[src/rtl/param_register_file.sv]
// Parametrised register file: two asynchronous read ports, two synchronous
// write ports (port B wins on an address collision), optional hard-wired
// zero entry, optional same-cycle write-to-read forwarding. The array is
// cleared by a sequential engine after reset; ready rises once every entry
// has been written with zero.
module param_register_file #(
    parameter int DATA_WIDTH = 32,
    parameter int ADDR_WIDTH = 5,
    parameter int ZERO_REG   = 1,
    parameter int BYPASS     = 1
) (
    input  logic                  clk,
    input  logic                  rst,
    input  logic [ADDR_WIDTH-1:0] read_reg1,
    input  logic [ADDR_WIDTH-1:0] read_reg2,
    output logic [DATA_WIDTH-1:0] read_data1,
    output logic [DATA_WIDTH-1:0] read_data2,
    input  logic [ADDR_WIDTH-1:0] write_reg,
    input  logic [DATA_WIDTH-1:0] write_data,
    input  logic                  reg_write,
    input  logic [ADDR_WIDTH-1:0] write_reg2,
    input  logic [DATA_WIDTH-1:0] write_data2,
    input  logic                  reg_write2,
    output logic                  ready
);

    localparam int DEPTH = 1 << ADDR_WIDTH;
    localparam logic [ADDR_WIDTH-1:0] LAST_ADDR = ADDR_WIDTH'(DEPTH - 1);

    typedef enum logic {CLEAR, RUN} state_t;

    state_t                  state_q;
    logic [ADDR_WIDTH-1:0]   cnt_q;
    logic                    ready_q;
    logic [DATA_WIDTH-1:0]   mem_q [DEPTH];

    logic                    run;
    logic                    we_a;
    logic                    we_b;
    logic [DATA_WIDTH-1:0]   arr1;
    logic [DATA_WIDTH-1:0]   arr2;

    // Whether an address refers to the hard-wired zero entry.
    function automatic logic is_zero(input logic [ADDR_WIDTH-1:0] a);
        return (ZERO_REG != 0) && (a == '0);
    endfunction

    // Resolve one read port: forced zero while clearing or for the zero
    // entry, then port B forwarding, then port A forwarding, then the array.
    function automatic logic [DATA_WIDTH-1:0] resolve(
        input logic                  running,
        input logic [ADDR_WIDTH-1:0] a,
        input logic [DATA_WIDTH-1:0] arr,
        input logic                  wea,
        input logic [ADDR_WIDTH-1:0] wa,
        input logic [DATA_WIDTH-1:0] wda,
        input logic                  web,
        input logic [ADDR_WIDTH-1:0] wb,
        input logic [DATA_WIDTH-1:0] wdb
    );
        if (!running || is_zero(a))
            return '0;
        if ((BYPASS != 0) && web && (wb == a))
            return wdb;
        if ((BYPASS != 0) && wea && (wa == a))
            return wda;
        return arr;
    endfunction

    assign run   = ready_q;
    assign ready = ready_q;

    // Port A is dropped when port B targets the same entry; neither port may
    // touch the zero entry.
    assign we_a = run && reg_write && !is_zero(write_reg)
                  && !(reg_write2 && (write_reg2 == write_reg));
    assign we_b = run && reg_write2 && !is_zero(write_reg2);

    assign arr1 = mem_q[read_reg1];
    assign arr2 = mem_q[read_reg2];

    // Combinational read ports with optional forwarding.
    always_comb begin
        read_data1 = resolve(run, read_reg1, arr1, reg_write, write_reg, write_data,
                             reg_write2, write_reg2, write_data2);
        read_data2 = resolve(run, read_reg2, arr2, reg_write, write_reg, write_data,
                             reg_write2, write_reg2, write_data2);
    end

    // Clear engine: walks cnt over every entry once after reset, then runs.
    always_ff @(posedge clk) begin
        if (rst) begin
            state_q <= CLEAR;
            cnt_q   <= '0;
            ready_q <= 1'b0;
        end else begin
            case (state_q)
                CLEAR: begin
                    cnt_q <= cnt_q + 1'b1;
                    if (cnt_q == LAST_ADDR) begin
                        state_q <= RUN;
                        ready_q <= 1'b1;
                    end
                end
                RUN: begin
                    state_q <= RUN;
                end
                default: begin
                    state_q <= CLEAR;
                    cnt_q   <= '0;
                    ready_q <= 1'b0;
                end
            endcase
        end
    end

    // Storage array: zeroed entry by entry while clearing, written in run;
    // left untouched while reset is held.
    always_ff @(posedge clk) begin
        if (!rst) begin
            if (state_q == CLEAR) begin
                mem_q[cnt_q] <= '0;
            end else begin
                if (we_a)
                    mem_q[write_reg] <= write_data;
                if (we_b)
                    mem_q[write_reg2] <= write_data2;
            end
        end
    end

endmodule

[config.mk]
export PLATFORM = sky130hd
export DESIGN_NAME = param_register_file
export DESIGN_NICKNAME = d
export VERILOG_FILES = /design/src/rtl/param_register_file.sv
export SDC_FILE = /design/constraint.sdc
export NUM_CORES = 2
export LEC_CHECK = 0
export CAP_MARGIN = 15
export CORE_MARGIN = 5
export CORE_UTILIZATION = 25
export CTS_CLUSTER_DIAMETER = 30
export DETAILED_ROUTE_END_ITERATION = 7
export GPL_ROUTABILITY_DRIVEN = 0
export PLACE_DENSITY_LB_ADDON = 0.2
export SYNTH_ARGS = -nofsm -noshare
export SYNTH_HDL_FRONTEND = slang
export SYNTH_SLANG_ARGS = --single-unit
[constraint.sdc]
create_clock -name clk -period 5.58 [get_ports clk]
set_input_delay 0.558 -clock clk [delete_from_list [all_inputs] [get_ports clk]]
set_output_delay 0.558 -clock clk [all_outputs]
set_load 0.05 [all_outputs]
* Yosys cells after proc, flatten, opt, wreduce, memory -nomap -nowiden
Memories as Yosys holds them, arrays and structs flattened. Index checks and enable logic that the tools add are counted.
Cells by class: $add $sub $neg 1, eq/ne operators 6, mux-type cells 40, bitwise logic cells 1, reductions and logical operators 22
Operators by type and width (number):
- 32-bit two-way mux | 13
- 32-bit OR reduction | 1
- 5-bit equality test | 5
- 1-bit two-way mux | 25
- 5-bit logical NOT | 4
- 1-bit logical AND | 10
- 5-bit by 1-bit adder with 5-bit output (second input constant) | 1
- 5-bit equality test (second input constant) | 1
- 5-bit two-way mux | 1
- 1-bit logical NOT | 4
- 1-bit logical OR | 2
- 1-bit case mux with 2 select lines | 1
- 2-bit AND reduction | 1
- 1-bit inverter | 1
Storage, ports and cells: register bits after elaboration 7, bits in writable memories 1024, bits of input ports 88, output and inout bits 65, word-level logic and storage cells 74, memories 1
Memories:
- mem_q | depth 32, bits a word 32, read ports 2, clocked after memory_dff 0, wr ports 2, line 35 | logic [DATA_WIDTH-1:0] mem_q [DEPTH];

* Depth between registers and ports, before layout
depth after elaboration 10, depth in mapped cells 10, depth with buffers taken out 6

* Worst setup path after synthesis
Ideal clock, no wire load.
kind input -> register, start point in write_reg[3], end point mem mem_q[20][0] (enable), library setup time 433 ps, arrival time 3681 ps, required time 5147 ps, setup slack 1466 ps, stages 9, buffers on the path 3, cells stage by stage buf_4 -> or3_4 -> o311ai_4 -> a31oi_4 -> buf_6 -> buf_6 -> and4bb_2 -> a41oi_2 -> o22ai_1
RTL lines:
- from (decl) | line 18 | input logic [ADDR_WIDTH-1:0] write_reg,
- to (decl) | line 35

* Worst setup path after layout
start point in read_reg1[3], end point out read_data1[6]
Between the ends: cells in the longest elaborated chain, start to end 8, elaborated cells between the ends (all ways) 18, those cells by class 2 x eq/ne; 11 x mux; 4 x reduce/logical; 1 x memory
Ends and longest elaborated chain:
- from (decl) | line 14 | input logic [ADDR_WIDTH-1:0] read_reg1,
- 5-bit equality test | line 65 | if ((BYPASS != 0) && wea && (wa == a))
- 1-bit logical AND | line 65
- 1-bit two-way mux (2 in a row) | line 65
- 1-bit two-way mux | line 63 | if ((BYPASS != 0) && web && (wb == a))
- 32-bit two-way mux | line 67 | return arr;
- 32-bit two-way mux | line 65
- 32-bit two-way mux * | line 63
- to (decl) | line 16 | output logic [DATA_WIDTH-1:0] read_data1,
Every way passes the cells marked *; elsewhere a longest branch is shown, timed or not. The select of a mux whose other input is x is not followed.

==> flow_summary.yaml <==
run_status:
  status: "finished, final reports clean"
cells_and_area:
  synthToLayoutAreaGrowth_pct: 26.3
  seq_area_um2: 30900
  multiInputGateArea_um2: 27300
  final_nets: 5475
  fillers: 23800
  drive_gt1_frac: 0.229
  post-route-util: 0.317
  finalNonFillerCells: 8812
  design_area_um2: 76400
detailed_routing:
  final_antenna_net_count: 0
  vias: 47700
  drc: 0
  vias_per_cell: 5.41
  dr.pass1.iters: 6
  first_iter_violations: 6297
  routed_wl_um: 271000
  avgRoutedWirePerCell_um: 30.8
die:
  core_area_um2: 241000
  die_w_um: 502
  initial_core_util: 0.251
  num_rows: 180
  die-area_um2: 252000
  ioPinCount: 153
  fp.dieH_um: 502
setup_path:
  required_ns: 5.02
  crit_path_max_fanout: 23
  worst_setup_path_start_kind: "input port"
  r2r-start: "ready"
  crit_start: "read_reg1[3]"
  critical_path_arrival_ns: 4.43
  cp-end-kind: "primary output"
  path_class: "input port to primary output"
timing:
  skew_ns: 0.0546
  slew_viol_final: 0
  fin_ws_ns: 0.591
  fin_crit_sh: 0.894
  hold_violations: 0
  setup_viol: 0
  fin_tns_setup_ns: 0
  hold-worst-slack_ns: 0.374
  finalCriticalPeriod_ns: 4.99
  rsz0062_at_grt: "no"
  max-slew-margin-rel: 0.178
  fmax_mhz: 200
  tightest_slew_ns: 1.23
synth:
  netlist.area_leader.share: 0.508
  synth_area_leaders: "edfxtp_1, mux4_2, o21ai_0"
  syn_area_um2: 60500
  syn-num-nets: 5435
  synthArstFlopShare: 0
  syn_avg_cell_area_um2: 11.3
  ys_seq_elements: 1031
  yosysWarnings: 0
  synthTopCellsByCount: "nand2_1, edfxtp_1, o21ai_0, clkbuf_1, mux4_2"
  synth_cell_types: 65
  seq_area_frac_synth: 0.510
  yosysMostFrequentCell: "nand2_1"
  synth-main-ff-cell: "edfxtp_1"
  synthCells: 5345
  synth_edf_count: 1024
  yosys.area.top_type: "edfxtp_1"
grt:
  grt_pass1_wl_um: 373000
  grt_pass1_vias: 45900
  globalRouteOverflowTotal: 0
  grt_max_degree: 99
  antenna_found_initial: 11
  grt_util_all_layers: 0.209
pwr:
  report.power.total_mw: 27.3
  p_comb_frac: 0.050
  seqPwrFrac: 0.311
  power.leakage_nw: 27.6
  swShare: 0.225
  intPower_mw: 21.2
  p_clk_frac: 0.639
  peakVddDrop_uv: 259
  switchingPower_mw: 6.15
  powerDensity_nw_per_um2: 358
clocking:
  path_clk_slew_ns: 0.04
  cts_sinks: 1031
  post_cts_buffers: 0
  clkLatencyLatePin_ns: 0.92
  cts_tree: "done"
  cts-root-buf: "clkbuf_16"
  ctsResizeCount: 0
  clock_path_buffers: 4
  holdBufCountCts: 0
  cts_buffers: 325
  h-tree-depth: 5
placed_design:
  place_ws_ns: 0.603
  dp_hpwl_um: 163000
  io_buffers: 152
  dpl.cell_count: 8242
  place_area_um2: 66100
job:
  max-cap-violations: 0
worst_hold_path:
  hp-class: "input port to register"
  hp-start: "write_data2[8]"
## power groups by stage
| stage | Sequential (mW) | Clock, mW | Combinational [mW] |
|---|---|---|---|
| 6_report | 8.50 | 17.5 | 1.37 |
| 5_1_grt | 8.49 | 18.1 | 1.42 |
| 4_1_cts | 8.50 | 17.6 | 1.36 |
| 3_5_place_dp | 8.62 | 0 | 1.36 |
| 3_3_place_gp | 8.62 | 0 | 1.36 |
| 2_1_floorplan | 8.61 | 0 | 0.789 |
## critical path, cell delays in order
cell	delay, ns
clkdlybuf4s50_1	0.87
xor2_1	0.34
nor4_1	0.36
nand3_1	0.30
nor2_4	0.32
buf_4	0.59
a22oi_1	0.14
o221ai_1	0.58
buf_4	0.32
## cells in the final DEF (no fill, tap or decap), drive strengths merged, types with 6 or more instances in the layout
cell type / count
mux2i: 319
a211oi: 31
nand3: 46
a41oi: 8
mux2: 31
o22ai: 62
o221ai: 93
nor2b: 36
clkinvlp: 14
a211o: 7
a32oi: 26
a22oi: 155
bufinv: 38
a21oi: 87
xor2: 22
nor2: 78
xnor2: 6
inv: 49
clkinv: 125
nor4: 6
mux4: 387
o21ai: 994
clkdlybuf4s50: 69
clkbuf: 382
nor3b: 6
dfxtp: 7
nand2: 1159
edfxtp: 1024
buf: 310
## registers in the layout (all words and copies together), names as in the netlist
signal / count
mem_q: 1024
state_q: 1
ready: 1
cnt_q: 5
## layout make-up
class | count | area share
Clock buffer | 382 | 0.110
Clock inverter | 184 | 0.0250
Multi-Input combinational cell | 3606 | 0.357
Sequential cell | 1031 | 0.404
Tap cell | 3185 | 0.0521
Inverter | 42 | 0.00206
Timing Repair Buffer | 379 | 0.0493
Antenna cell | 3 | 0.0000982
## metal layers
layer,track usage,up-vias,share of wire
met4,0.0728,2,0.035
met3,0.0426,501,0.088
li1,-,20400,-
met5,0,-,0.000044
met2,0.318,2520,0.44
met1,0.296,24200,0.43
## cells by family after synthesis
logic type	Yosys count	synth area share
muxes	737	0.203
buffers and inverters	708	0.0494
and+or+nand+nor	1363	0.0915
AOI/OAI and AO/OA	1476	0.142
DFF	1031	0.510
adders and majority gates	2	0.000413
xor gates and xnor gates	28	0.00405
## path summary, 6_finish.rpt
| path | cells past startpoint | to | slack [ns] |
|---|---|---|---|
| hold reg to reg | 2 | cnt_q[1] | 0.60 |
| hold / removal | 3 | mem_q[24][8] | 0.37 |
| setup reg to reg | 8 | mem_q[30][8] | 1.89 |
| setup / recovery | 9 | read_data1[6] | 0.59 |
(Power assumes the default switching activity.)
